`src/rtl/traffic_go_tick_gen_if.sv`:
```
// traffic_go_tick_gen_if: run-control requests in, go/status out.
// Signals:
//   start_i, stop_i, hold_i  operator/emergency request levels (master -> slave)
//   go                       one-cycle time-unit pulse (slave -> master)
//   run_state                00 STOP, 01 RUN, 10 HOLD
//   hold_timeout             sticky watchdog-exit flag
//   tick_cnt                 count of go pulses issued
interface traffic_go_tick_gen_if;
    logic        start_i;
    logic        stop_i;
    logic        hold_i;
    logic        go;
    logic [1:0]  run_state;
    logic        hold_timeout;
    logic [15:0] tick_cnt;
    modport master(output start_i, stop_i, hold_i, input go, run_state, hold_timeout, tick_cnt);
    modport slave(input start_i, stop_i, hold_i, output go, run_state, hold_timeout, tick_cnt);
endinterface

```
`src/rtl/traffic_go_tick_gen.sv`:
```
// traffic_go_tick_gen: go-pulse timebase gated by a STOP/RUN/HOLD run controller.
// Ports:
//   clk  clock, rising edge
//   Rst  asynchronous active-high reset
//   bus  slave side of traffic_go_tick_gen_if (start_i/stop_i/hold_i in;
//        go/run_state/hold_timeout/tick_cnt out, all registered)
// Optional build macro TICK_DEBOUNCE_EN: adds a 2-FF synchroniser plus a
// DB_CYC-cycle stability filter on each request input.
module traffic_go_tick_gen #(
    parameter int DIV      = 50,
    parameter int DIV_W    = 6,
    parameter int HOLD_MAX = 31,
    parameter int HOLD_W   = 5,
    parameter int DB_CYC   = 4
) (
    input  logic                     clk,
    input  logic                     Rst,
    traffic_go_tick_gen_if.slave     bus
);
    localparam logic [1:0] ST_STOP = 2'b00;
    localparam logic [1:0] ST_RUN  = 2'b01;
    localparam logic [1:0] ST_HOLD = 2'b10;
    logic              start_f;
    logic              stop_f;
    logic              hold_f;
    logic [1:0]        state;
    logic [DIV_W-1:0]  pre;
    logic [DIV_W-1:0]  hold_pre;
    logic [HOLD_W-1:0] hold_cnt;
    logic              hold_block;
    logic              hold_to;
    logic              go_q;
    logic [15:0]       tick_q;
`ifdef TICK_DEBOUNCE_EN
    localparam int DB_W = $clog2(DB_CYC + 1);
    logic [2:0] raw;
    logic [2:0] filt;
    assign raw = {bus.start_i, bus.stop_i, bus.hold_i};
    for (genvar i = 0; i < 3; i++) begin : g_db
        logic            s1;
        logic            s2;
        logic            f;
        logic [DB_W-1:0] cnt;
        // The filtered level flips only after the synchronised input has
        // disagreed with it for DB_CYC consecutive cycles.
        always_ff @(posedge clk or posedge Rst) begin
            if (Rst) begin
                s1  <= 1'b0;
                s2  <= 1'b0;
                f   <= 1'b0;
                cnt <= '0;
            end else begin
                s1 <= raw[i];
                s2 <= s1;
                if (s2 == f)
                    cnt <= '0;
                else if (cnt == DB_W'(DB_CYC - 1)) begin
                    cnt <= '0;
                    f   <= s2;
                end else
                    cnt <= cnt + 1'b1;
            end
        end
        assign filt[i] = f;
    end
    assign {start_f, stop_f, hold_f} = filt;
`else
    assign {start_f, stop_f, hold_f} = {bus.start_i, bus.stop_i, bus.hold_i};
`endif
    always_ff @(posedge clk or posedge Rst) begin
        if (Rst) begin
            state      <= ST_STOP;
            pre        <= '0;
            hold_pre   <= '0;
            hold_cnt   <= '0;
            hold_block <= 1'b0;
            hold_to    <= 1'b0;
            go_q       <= 1'b0;
            tick_q     <= '0;
        end else begin
            go_q <= 1'b0;
            if (!hold_f)
                hold_block <= 1'b0;
            if (stop_f) begin
                state   <= ST_STOP;
                pre     <= '0;
                hold_to <= 1'b0;
            end else if (state == ST_STOP) begin
                if (start_f) begin
                    state <= ST_RUN;
                    pre   <= '0;
                end
            end else if (state == ST_RUN) begin
                // Hold beats a pending wrap: prescaler is frozen, so the
                // missed go fires on the first RUN edge after resume.
                if (hold_f && !hold_block) begin
                    state    <= ST_HOLD;
                    hold_pre <= '0;
                    hold_cnt <= '0;
                end else if (pre == DIV_W'(DIV - 1)) begin
                    pre    <= '0;
                    go_q   <= 1'b1;
                    tick_q <= tick_q + 1'b1;
                end else
                    pre <= pre + 1'b1;
            end else if (state == ST_HOLD) begin
                if (!hold_f)
                    state <= ST_RUN;
                else if (hold_pre == DIV_W'(DIV - 1)) begin
                    hold_pre <= '0;
                    hold_cnt <= hold_cnt + 1'b1;
                    // Watchdog expiry: leave HOLD and ignore hold_i until it drops.
                    if (hold_cnt == HOLD_W'(HOLD_MAX - 1)) begin
                        state      <= ST_RUN;
                        hold_to    <= 1'b1;
                        hold_block <= 1'b1;
                    end
                end else
                    hold_pre <= hold_pre + 1'b1;
            end else
                state <= ST_STOP;
        end
    end
    assign bus.go           = go_q;
    assign bus.run_state    = state;
    assign bus.hold_timeout = hold_to;
    assign bus.tick_cnt     = tick_q;
endmodule

```
`src/flat_wrapper.sv`:
```
// flat-port wrapper written by rule: the top's interface ports become plain ports
module traffic_go_tick_gen_flat 
#(
    parameter int DIV      = 50,
    parameter int DIV_W    = 6,
    parameter int HOLD_MAX = 31,
    parameter int HOLD_W   = 5,
    parameter int DB_CYC   = 4
)
  (clk, Rst, bus_start_i, bus_stop_i, bus_hold_i, bus_go, bus_run_state, bus_hold_timeout, bus_tick_cnt);
  traffic_go_tick_gen_if bus_i ();
  input  logic clk;
  input  logic Rst;
  input wire logic [$bits(bus_i.start_i)-1:0] bus_start_i;
  input wire logic [$bits(bus_i.stop_i)-1:0] bus_stop_i;
  input wire logic [$bits(bus_i.hold_i)-1:0] bus_hold_i;
  output wire logic [$bits(bus_i.go)-1:0] bus_go;
  output wire logic [$bits(bus_i.run_state)-1:0] bus_run_state;
  output wire logic [$bits(bus_i.hold_timeout)-1:0] bus_hold_timeout;
  output wire logic [$bits(bus_i.tick_cnt)-1:0] bus_tick_cnt;
  assign bus_i.start_i = bus_start_i;
  assign bus_i.stop_i = bus_stop_i;
  assign bus_i.hold_i = bus_hold_i;
  assign bus_go = bus_i.go;
  assign bus_run_state = bus_i.run_state;
  assign bus_hold_timeout = bus_i.hold_timeout;
  assign bus_tick_cnt = bus_i.tick_cnt;
  traffic_go_tick_gen #(.DIV(DIV), .DIV_W(DIV_W), .HOLD_MAX(HOLD_MAX), .HOLD_W(HOLD_W), .DB_CYC(DB_CYC)) u_core (.clk(clk), .Rst(Rst), .bus(bus_i));
endmodule
```
`config.mk`:
```
export PLATFORM = sky130hd
export DESIGN_NAME = traffic_go_tick_gen_flat
export DESIGN_NICKNAME = d
export VERILOG_FILES = /design/src/rtl/traffic_go_tick_gen_if.sv /design/src/rtl/traffic_go_tick_gen.sv /design/src/flat_wrapper.sv
export SDC_FILE = /design/constraint.sdc
export NUM_CORES = 1
export LEC_CHECK = 0
export ABC_AREA = 1
export CORE_MARGIN = 4
export CORE_UTILIZATION = 60
export CTS_CLUSTER_SIZE = 25
export DETAILED_ROUTE_END_ITERATION = 16
export PLACE_DENSITY = 0.94
export REMOVE_ABC_BUFFERS = 1
export SLEW_MARGIN = 25
export SYNTH_ARGS = -nofsm -noshare
export SYNTH_HDL_FRONTEND = slang
export SYNTH_SLANG_ARGS = --single-unit
```
`constraint.sdc`:
```
create_clock -name clk -period 3.4 [get_ports clk]
set_input_delay 0.34 -clock clk [delete_from_list [all_inputs] [get_ports clk]]
set_output_delay 0.34 -clock clk [all_outputs]
set_load 0.03 [all_outputs]
```
=== Yosys cells after proc, flatten, opt, wreduce, memory -nomap -nowiden ===
Index checks and enable logic that the tools add are counted.

* Register bits after elaboration: 38
* Logic and storage cells: 90

* Add/subtract/negate cells: 4
* Eq/ne operators: 13
* Mux-type cells: 45
* Bitwise operators: 3
* Reduce and logical (&&, ||, !) cells: 17

{| class="wikitable"
|+ Operators by type and width
! kind !! count
|-
| two-way mux 6 bit || 11
|-
| two-way mux 5 bit || 5
|-
| two-way mux 1 bit || 20
|-
| two-way mux 2 bit || 9
|-
| adder 16 x 1 -> 16 bit, second input constant || 1
|-
| nonzero test 2 bit || 7
|-
| adder 6 x 1 -> 6 bit, second input constant || 2
|-
| == test 6 bit, second input constant || 2
|-
| inequality test 6 x 4 -> 1 bit, second input constant || 2
|-
| AND reduction 6 bit || 2
|-
| AND reduction 5 bit || 2
|-
| inequality test 2 bit, second input constant || 3
|-
| adder 5 x 1 -> 5 bit, second input constant || 1
|-
| == test 5 bit, second input constant || 1
|-
| inequality test 4 x 3 -> 1 bit, second input constant || 1
|-
| AND reduction 4 bit || 1
|-
| inequality test 3 x 2 -> 1 bit, second input constant || 1
|-
| inequality test 3 bit, second input constant || 1
|-
| inverter 1 bit || 3
|-
| AND reduction 3 bit || 1
|-
| nonzero test 3 bit || 1
|-
| == test 2 x 1 -> 1 bit, second input constant || 1
|-
| == test 2 bit, second input constant || 1
|-
| zero test 2 bit || 1
|-
| other kinds (2) || 2
|}

=== Depth between registers and ports, before layout ===
Gate-level depths: netlist (run 1).

* Depth after elaboration: 8
* Mapped depth: 8
* Mapped depth without buffers: 8

=== Worst setup path before layout (run 1) ===
No wires, ideal clock.

* Kind: register to register
* From: reg u_core.state[1] (netlist: u_core.bus.run_state[1])
* To: reg u_core.hold_cnt[2]
* Library setup time: 0.118 ns
* Data arrival time: 1.411 ns
* Data required time: 3.282 ns
* Path slack: 1.871 ns
* Stages on the path, launching flop included: 8
* Path buffers: 0
* Clock period less this slack: 1.529 ns
* Path through: dfrtp_1 nand2_1 nand2_4 nand2_2 a21oi_4 nand2_4 nand2_1 o21ai_2

* Longest elaborated chain between the ends: 3

{| class="wikitable"
|+ Ends and longest elaborated chain
! element !! line !! text
|-
| from (decl) || traffic_go_tick_gen.sv:26 || <nowiki>logic [1:0] state;</nowiki>
|-
| from (signal assigned) || traffic_go_tick_gen.sv:72 || <nowiki>state <= ST_STOP;</nowiki>
|-
| from (signal assigned) || traffic_go_tick_gen.sv:85 || <nowiki>state <= ST_STOP;</nowiki>
|-
| from (signal assigned) || traffic_go_tick_gen.sv:90 || <nowiki>state <= ST_RUN;</nowiki>
|-
| == test 2 x 1 -> 1 bit (tied with other cells) || traffic_go_tick_gen.sv:93 || <nowiki>end else if (state == ST_RUN) begin</nowiki>
|-
| inequality test 2 bit (no source line) (tied with other cells) || - ||
|-
| AND reduction 6 bit (no source line) || - ||
|-
| to (signal assigned) || traffic_go_tick_gen.sv:111 || <nowiki>hold_cnt <= hold_cnt + 1'b1;</nowiki>
|-
| to (decl) || traffic_go_tick_gen.sv:29 || <nowiki>logic [HOLD_W-1:0] hold_cnt;</nowiki>
|}

Several ways; a longest one is shown, not always the timed one.
A chain may end at the register's enable or synchronous reset.

=== Worst setup path in the final report (run 1) ===
* From: reg u_core.state[1] (netlist: u_core.bus.run_state[1])
* To: out bus_run_state[1]

{| class="wikitable"
|+ RTL lines
! element !! line !! text
|-
| to (decl) || flat_wrapper.sv:18 || <nowiki>output wire logic [$bits(bus_i.run_state)-1:0] bus_run_state;</nowiki>
|}

No word-level cell between the ends.

==> flow_metrics.env, run 1 <==
export IMPL_wl_per_cell_um=13.0
export IMPL_multiInputGateArea_um2=1160
export IMPL_antenna_cells=0
export IMPL_clkTransAtPathRegs_ns=0.08
export IMPL_gr_total_overflow=0
export IMPL_ctsResizeCount=0
export IMPL_power_share_combinational_pct=12.6
export IMPL_max_freq_mhz=541
export IMPL_worst_hold_path_type="in -> async"
export IMPL_die_area_um2=4770
export IMPL_cts_buffers=5
export IMPL_ys_seq_area_share_pct=42.5
export IMPL_p_per_area_nw_per_um2=387
export IMPL_ctsLongestPathBuffers=2
export IMPL_grt_pass1_vias=2013
export IMPL_track_usage_pct=21.8
export IMPL_instances_no_fill=366
export IMPL_synth_cells=289
export IMPL_clkPwrFrac_pct=38.6
export IMPL_tritoncts="built"
export IMPL_internal_power_w=0.000735
export IMPL_dr_total_vias=1964
export IMPL_slew_headroom_pct=68.3
export IMPL_portBuffers=24
export IMPL_yosysWarnings=0
export IMPL_path_buf_inv=1
export IMPL_path_cells="clkdlybuf4s50_1"
export IMPL_antenna_found_initial=0
export IMPL_drt_pass1_iter_count=4
export IMPL_critPathKind="reg -> out"
export IMPL_routabilityCongestion=0.800
export IMPL_syn_mean_instance_area_um2=7.75
export IMPL_rsz0062_at_grt="no"
export IMPL_worst_path_max_delay_cell="clkdlybuf4s50_1"
export IMPL_p_leak_nw=1.28
export IMPL_placed_cells=358
export IMPL_finalSetupViolations=0
export IMPL_drtAntennaViolNets=0
export IMPL_start_util_pct=64.6
export IMPL_tightest_slew_ns=0.475
export IMPL_fill_cells=245
export IMPL_maxSlewViolCount=0
export IMPL_final_layout_size_suffix_gt1_share_pct=8.75
export IMPL_routed_wl_um=4770
export IMPL_cp_required_ns=3.06
export IMPL_final_hold_viol_count=0
export IMPL_cap_violations=0
export IMPL_coreArea_um2=3470
export IMPL_via_per_inst=5.37
export IMPL_grt_pass1_wl_um=8590
export IMPL_ys_types=28
export IMPL_seq_area_um2=951
export IMPL_cts_root_buf="clkbuf_8"
export IMPL_cp_max_fo=6
export IMPL_skew_ns=0.00654
export IMPL_period_share_pct=54.4
export IMPL_insertion_delay_ns=0.30
export IMPL_cts_setup_buffers=0
export IMPL_cts_sinks=38
export IMPL_place_hpwl_um=3440
export IMPL_swShare_pct=28.0
export IMPL_cp_start_kind="flip-flop"
export IMPL_seqPwrFrac_pct=48.8
export IMPL_chipWidth_um=69.1
export IMPL_nets=331
export IMPL_whs_ns=0.441
export IMPL_io_pins=25
export IMPL_htreeDepth=2
export IMPL_postCtsHoldBufs=0
export IMPL_status="complete, no violations"
export IMPL_critical_path_max_stage_delay_ns=0.72
export IMPL_drt_iter0_drc=143
export IMPL_critPathArrivalTime_ns=1.51
export IMPL_remaining_drc_errors=0
export IMPL_grt_start_max_net_pins=39
export IMPL_endpoint_kind="output port"
export IMPL_p_switching_w=0.000285
export IMPL_syn_cell_area_um2=2240
export IMPL_peakVddDrop_uv=256
export IMPL_placementRows=21
export IMPL_period_minus_slack_ns=1.85
export IMPL_setup_tns_ns=0
export IMPL_final_util_pct=76.0
export IMPL_path_delay_family="buffers and inverters"
export IMPL_synth_seq_cells=38
export IMPL_areaGrowthSynthToFinish_pct=17.7
export IMPL_die_h_um=69.1
[power groups by stage]
stage / clock, W / combinational (W) / sequential (W)
2_1_floorplan: 0 / 0.0000928 / 0.000504
3_3_place_gp: 0 / 0.000122 / 0.000505
3_5_place_dp: 0 / 0.000129 / 0.000507
4_1_cts: 0.000395 / 0.000130 / 0.000498
5_1_grt: 0.000419 / 0.000149 / 0.000503
6_report: 0.000393 / 0.000129 / 0.000498
[final timing paths]
path,from,end,slack (ns),depth (start not counted)
min in group clk,u_core.bus.hold_timeout,u_core.bus.hold_timeout,0.52,2
min,Rst,u_core.hold_cnt[1],0.44,3
min reg2reg,u_core.bus.hold_timeout,u_core.bus.hold_timeout,0.52,2
max,u_core.bus.run_state[1],bus_run_state[1],1.55,1
max reg2reg,u_core.pre[1],u_core.bus.tick_cnt[3],1.74,6
max in group asynchronous,Rst,u_core.pre[4],2.63,3
[flip-flops by register name, indices dropped and copies added, names as in the netlist]
| register | flops |
|---|---|
| u_core.bus.tick_cnt | 16 |
| u_core.hold_pre | 6 |
| u_core.bus.run_state | 2 |
| u_core.bus.hold_timeout | 1 |
| u_core.hold_cnt | 5 |
| u_core.bus.go | 1 |
| u_core.pre | 6 |
| u_core.hold_block | 1 |
[cells in the mapped netlist (all sizes together)]
| cell | instances | area [um2] |
|---|---|---|
| a21o | 1 | 7.51 |
| a21oi | 3 | 26.3 |
| and2 | 1 | 6.26 |
| buf | 2 | 22.5 |
| dfrtp | 38 | 951 |
| ha | 7 | 87.6 |
| inv | 28 | 105 |
| nand2 | 103 | 404 |
| nand3 | 29 | 163 |
| nand4 | 8 | 56.3 |
| nor2 | 35 | 163 |
| o21a | 2 | 15.0 |
| o21ai | 14 | 85.1 |
| o22ai | 2 | 12.5 |
| or2 | 2 | 12.5 |
| xnor2 | 4 | 35.0 |
| xor2 | 10 | 87.6 |
[metal layers]
metal / part of all wire [%] / routed length (um) / track usage [%]
met1: 45 / 2140 / 25.9
met2: 49 / 2340 / 37.8
met3: 4.1 / 196 / 5.23
met4: 1.8 / 87 / 8.68
met5: 0 / 0 / 0
[layout by cell type, fill, tap and decap left out, types with 2 or more instances in the layout]
| cell type | netlist | routed |
|---|---|---|
| nand2_1 | 100 | 100 |
| dfrtp_1 | 38 | 38 |
| nor2_1 | 32 | 32 |
| nand3_1 | 27 | 27 |
| inv_1 | 25 | 25 |
| clkdlybuf4s50_1 | 0 | 24 |
| xor2_1 | 10 | 10 |
| nand4_1 | 7 | 7 |
| ha_1 | 7 | 7 |
| o21ai_1 | 5 | 5 |
| o21ai_0 | 5 | 5 |
| clkbuf_8 | 0 | 5 |
| xnor2_1 | 4 | 4 |
| o21ai_2 | 4 | 4 |
| inv_2 | 3 | 3 |
| nor2_4 | 2 | 2 |
| o21a_1 | 2 | 2 |
| nand2_4 | 2 | 2 |
| or2_2 | 2 | 2 |
| a21oi_1 | 2 | 2 |
| o22ai_1 | 2 | 2 |
| clkinvlp_4 | 0 | 2 |
[tightest hold or removal path: cells and delay by family]
family / cells / cell delay [ns]
buffers and inverters: 3 / 0.84
[per-stage QoR]
step | setup slack, ns | area, um2 | total power, W
final | 1.55 | 2640 | 0.00102
after global routing | 1.51 | 2640 | 0.00107
after CTS | 1.54 | 2640 | 0.00102
after detailed placement | 1.51 | 2520 | 0.000636
after global placement | 1.57 | 2520 | 0.000627
after floorplan | 1.86 | 2220 | 0.000597
[final cells by class]
class                      instances  share of cell area, %
sequential                        38                   36.1
clock buffer                       5                   2.61
tap                               46                   2.18
clock inverter                     3                   1.71
inverter                          28                   3.99
timing repair buffer              25                   9.40
multi-input combinational        221                   44.0
[cell families after synthesis]
family                   synth area share, %
AND/OR/NAND/NOR                         35.9
XOR/XNOR                                5.47
buffers and inverters                   5.70
adder cells (fa/ha/maj)                 3.91
flip-flops                              42.5
AO/OA/AOI/OAI                           6.54
Power figures use the tool's default switching activity.
==> run 2, diff against run 1 <==
Settings changed: CORE_UTILIZATION 60 to 51, PLACE_DENSITY 0.94 to 0.86.
Clock period 3.4 ns to 1.5 ns, I/O delays scaled along.
==> flow_metrics.env, run 2 (synthesized netlist as in run 1, its figures left out) <==
export IMPL_status="complete, no violations"
export IMPL_cts_setup_buffers=0
export IMPL_tightest_slew_ns=0.319
export IMPL_routed_wl_um=5070
export IMPL_chipWidth_um=74.3
export IMPL_p_leak_nw=1.43
export IMPL_seqPwrFrac_pct=47.9
export IMPL_clkPwrFrac_pct=36.9
export IMPL_p_per_area_nw_per_um2=827
export IMPL_portBuffers=24
export IMPL_antenna_found_initial=0
export IMPL_period_share_pct=96.0
export IMPL_nets=352
export IMPL_remaining_drc_errors=0
export IMPL_setup_tns_ns=0
export IMPL_final_layout_size_suffix_gt1_share_pct=15.8
export IMPL_track_usage_pct=19.4
export IMPL_drt_iter0_drc=164
export IMPL_drt_pass1_iter_count=4
export IMPL_final_cell_mix="nand2_1, dfrtp_1, nor2_1"
export IMPL_wl_per_cell_um=13.0
export IMPL_ctsLongestPathBuffers=2
export IMPL_power_share_combinational_pct=15.2
export IMPL_worst_hold_path_type="in -> async"
export IMPL_dr_total_vias=2087
export IMPL_finalPower_w=0.00234
export IMPL_cts_buffers=5
export IMPL_final_hold_viol_count=0
export IMPL_worst_path_max_delay_cell="clkdlybuf4s50_1"
export IMPL_htreeDepth=2
export IMPL_slew_headroom_pct=78.7
export IMPL_endpoint_kind="output port"
export IMPL_cp_required_ns=1.35
export IMPL_die_area_um2=5520
export IMPL_layout_commonest_cell="nand2_1"
export IMPL_drtAntennaViolNets=0
export IMPL_internal_power_w=0.00170
export IMPL_peakVddDrop_uv=435
export IMPL_die_h_um=74.3
export IMPL_max_freq_mhz=694
export IMPL_finalSetupViolations=0
export IMPL_fill_cells=318
export IMPL_path_cells="clkdlybuf4s50_1"
export IMPL_antenna_cells=0
export IMPL_critPathArrivalTime_ns=1.29
export IMPL_cp_start_kind="flip-flop"
export IMPL_cts_sinks=38
export IMPL_critical_path_max_stage_delay_ns=0.66
export IMPL_largest_reg_flops=16
export IMPL_period_minus_slack_ns=1.44
export IMPL_coreArea_um2=4120
export IMPL_via_per_inst=5.34
export IMPL_final_util_pct=68.7
export IMPL_skew_ns=0.0108
export IMPL_grt_pass1_vias=1922
export IMPL_routabilityCongestion=0.900
export IMPL_start_util_pct=54.4
export IMPL_path_buf_inv=1
export IMPL_grt_start_max_net_pins=39
export IMPL_postCtsHoldBufs=0
export IMPL_insertion_delay_ns=0.29
export IMPL_placementRows=23
export IMPL_cts_root_buf="clkbuf_8"
export IMPL_cap_violations=0
export IMPL_tritoncts="built"
export IMPL_p_switching_w=0.000640
export IMPL_cp_max_fo=1
export IMPL_io_pins=25
export IMPL_path_delay_family="buffers and inverters"
export IMPL_place_hpwl_um=3570
export IMPL_swShare_pct=27.4
export IMPL_areaGrowthSynthToFinish_pct=26.3
export IMPL_critPathKind="reg -> out"
export IMPL_grt_pass1_wl_um=8250
export IMPL_maxSlewViolCount=0
export IMPL_gr_total_overflow=0
export IMPL_clkTransAtPathRegs_ns=0.08
==> run 2: per-layer routing <==
layer / wire, um / GRT usage, % / share of wire [%] / vias to the layer above
met5: 0 / 0 / 0 / -
met4: 154 / 9.68 / 3.0 / 0
met3: 151 / 2.43 / 3.0 / 13
met2: 2530 / 33.2 / 50 / 46
met1: 2230 / 24.1 / 44 / 999
li1: - / - / - / 1029
==> run 2: final timing paths <==
check / from / end / slack, ns / cells past startpoint
max: u_core.bus.go / bus_go / 0.06 / 1
min: Rst / u_core.hold_cnt[4] / 0.20 / 3
max reg2reg: u_core.pre[1] / u_core.bus.tick_cnt[0] / 0.09 / 6
min reg2reg: u_core.bus.tick_cnt[15] / u_core.bus.tick_cnt[15] / 0.53 / 2
max in group asynchronous: Rst / u_core.bus.run_state[1] / 1.10 / 3
min in group clk: bus_stop_i / u_core.bus.hold_timeout / 0.50 / 2
==> run 2: through the flow <==
step | area (um2) | std cells | hold WS (ns) | setup slack [ns]
after floorplan | 2220 | 287 | 0.213 | -0.0394
after global placement | 2680 | 380 | 0.498 | -0.0476
after detailed placement | 2680 | 380 | 0.513 | -0.143
after CTS | 2770 | 388 | 0.204 | 0.0211
after global routing | 2830 | 391 | 0.213 | -0.0208
final | 2830 | 391 | 0.202 | 0.0601
==> run 2: repair_timing <==
item	4_1_cts	5_1_grt
pin swaps	0	2
setup endpoints to repair	19	21
cloned	0	3
resized for setup	19	9
==> run 2: power groups by stage <==
stage,Combinational [W],Sequential [W],Clock (W)
5_1_grt,0.000401,0.00113,0.000922
2_1_floorplan,0.000210,0.00114,0
3_3_place_gp,0.000332,0.00113,0
4_1_cts,0.000344,0.00112,0.000876
6_report,0.000357,0.00112,0.000862
3_5_place_dp,0.000345,0.00114,0
==> run 2: layout make-up <==
class,instances,area (um2),share of cell area (%)
Multi-Input combinational cell,224,1220,43.2
Sequential cell,38,952,33.7
Timing Repair Buffer,43,379,13.4
Inverter,28,105,3.72
Clock buffer,5,68.8,2.43
Tap cell,50,62.6,2.21
Clock inverter,3,40.0,1.42
==> run 3, diff against run 2 <==
Settings changed: TNS_END_PERCENT set to 20.
==> flow_metrics.env, run 3 (synthesized netlist as in run 1, its figures left out) <==
export IMPL_maxSlewViolCount=0
export IMPL_portBuffers=24
export IMPL_grt_pass1_vias=1918
export IMPL_cts_root_buf="clkbuf_8"
export IMPL_dr_total_vias=2087
export IMPL_die_h_um=74.3
export IMPL_finalSetupViolations=0
export IMPL_setup_tns_ns=0
export IMPL_r2r_end="u_core.bus.tick_cnt[0]"
export IMPL_peakVddDrop_uv=435
export IMPL_critPathArrivalTime_ns=1.29
export IMPL_largest_reg_flops=16
export IMPL_period_share_pct=96.0
export IMPL_layout_commonest_cell="nand2_1"
export IMPL_final_util_pct=68.7
export IMPL_cp_start_kind="flip-flop"
export IMPL_tritoncts="built"
export IMPL_path_delay_family="buffers and inverters"
export IMPL_via_per_inst=5.34
export IMPL_final_hold_viol_count=0
export IMPL_slew_headroom_pct=78.7
export IMPL_cts_buffers=5
export IMPL_p_leak_nw=1.43
export IMPL_routabilityCongestion=0.900
export IMPL_cap_violations=0
export IMPL_placementRows=23
export IMPL_track_usage_pct=19.3
export IMPL_placed_cells=380
export IMPL_tightest_slew_ns=0.319
export IMPL_rrSetupSlack_ns=0.09
export IMPL_worst_hold_path_type="in -> async"
export IMPL_cts_sinks=38
export IMPL_ctsLongestPathBuffers=2
export IMPL_cts_setup_buffers=0
export IMPL_status="complete, no violations"
export IMPL_chipWidth_um=74.3
export IMPL_start_util_pct=54.4
export IMPL_remaining_drc_errors=0
export IMPL_coreArea_um2=4120
export IMPL_clkTransAtPathRegs_ns=0.08
export IMPL_place_hpwl_um=3570
export IMPL_htreeDepth=2
export IMPL_drt_pass1_iter_count=4
export IMPL_grt_start_max_net_pins=39
export IMPL_postCtsHoldBufs=0
export IMPL_fin_area_um2=2830
export IMPL_drt_iter0_drc=164
export IMPL_placed_cell_area_um2=2680
export IMPL_final_cell_mix="nand2_1, dfrtp_1, nor2_1"
export IMPL_antenna_found_initial=0
export IMPL_die_area_um2=5520
export IMPL_skew_ns=0.0108
export IMPL_grt_pass1_wl_um=8230
export IMPL_path_cells="clkdlybuf4s50_1"
export IMPL_final_layout_size_suffix_gt1_share_pct=15.8
export IMPL_period_minus_slack_ns=1.44
export IMPL_routed_wl_um=5070
export IMPL_nets=352
export IMPL_instances_no_fill=391
export IMPL_whs_ns=0.202
export IMPL_io_pins=25
export IMPL_antenna_cells=0
export IMPL_critPathKind="reg -> out"
export IMPL_cp_required_ns=1.35
export IMPL_cp_max_fo=1
export IMPL_endpoint_kind="output port"
export IMPL_areaGrowthSynthToFinish_pct=26.3
export IMPL_max_freq_mhz=694
export IMPL_p_per_area_nw_per_um2=827
export IMPL_drtAntennaViolNets=0
export IMPL_insertion_delay_ns=0.29
export IMPL_r2r_start="u_core.pre[1]"
export IMPL_critical_path_max_stage_delay_ns=0.66
export IMPL_wl_per_cell_um=13.0
export IMPL_critPathLaunch="u_core.bus.go"
export IMPL_gr_total_overflow=0
export IMPL_path_buf_inv=1
export IMPL_worst_path_max_delay_cell="clkdlybuf4s50_1"
export IMPL_rr_worst_depth=6
run 3: cell counts in the layout (fill, tap and decap cells not counted):
No cell type changed its count.
run 3: repair_timing:
| item | in CTS | in global routing |
|---|---|---|
| pin swaps | 0 | 2 |
| setup endpoints to repair | 19 | 21 |
| resized for setup | 18 | 10 |
| cloned | 0 | 3 |
run 3: cell type report:
type / count / area [um2]
fill: 318 / 1290
multi-input combinational: 224 / 1220
sequential: 38 / 952
timing repair buffer: 43 / 379
inverter: 28 / 105
clock buffer: 5 / 68.8
tap: 50 / 62.6
clock inverter: 3 / 40.0
run 3: through the flow:
stage / total power [W] / worst slack [ns]
after floorplan: 0.00135 / -0.0394
after global placement: 0.00147 / -0.0476
after detailed placement: 0.00148 / -0.143
after CTS: 0.00234 / -0.00608
after global routing: 0.00245 / -0.0208
final: 0.00234 / 0.0601
run 3: worst max-delay path by stage:
stage                                         to  slack (ns)  cells after the start
final                                     bus_go        0.06                      1
after global routing               u_core.pre[3]       -0.02                      7
after CTS                 u_core.bus.tick_cnt[0]      -0.006                      6
after detailed placement      u_core.hold_cnt[2]       -0.14                      9
after global placement        u_core.hold_cnt[3]       -0.05                      9
after floorplan           u_core.bus.tick_cnt[3]       -0.04                      6
run 3: worst min-delay path, delay by kind of cell:
family                 cells  cell delay, ns
buffers and inverters      3            0.71
run 3: metal layers:
layer,wire (um),vias up,track usage [%],share of wire (%)
met2,2530,46,33.1,50
met4,154,0,9.68,3.0
met5,0,-,0,0
met3,151,13,2.43,3.0
met1,2230,999,24.1,44
li1,-,1029,-,-
run 3: report_power, final:
part | leakage, nW | switching [W] | internal, W
combinational | 0.877 | 0.000212 | 0.000145
sequential | 0.499 | 0.0000552 | 0.00107
clock | 0.0579 | 0.000373 | 0.000489
total | 1.43 | 0.000640 | 0.00170
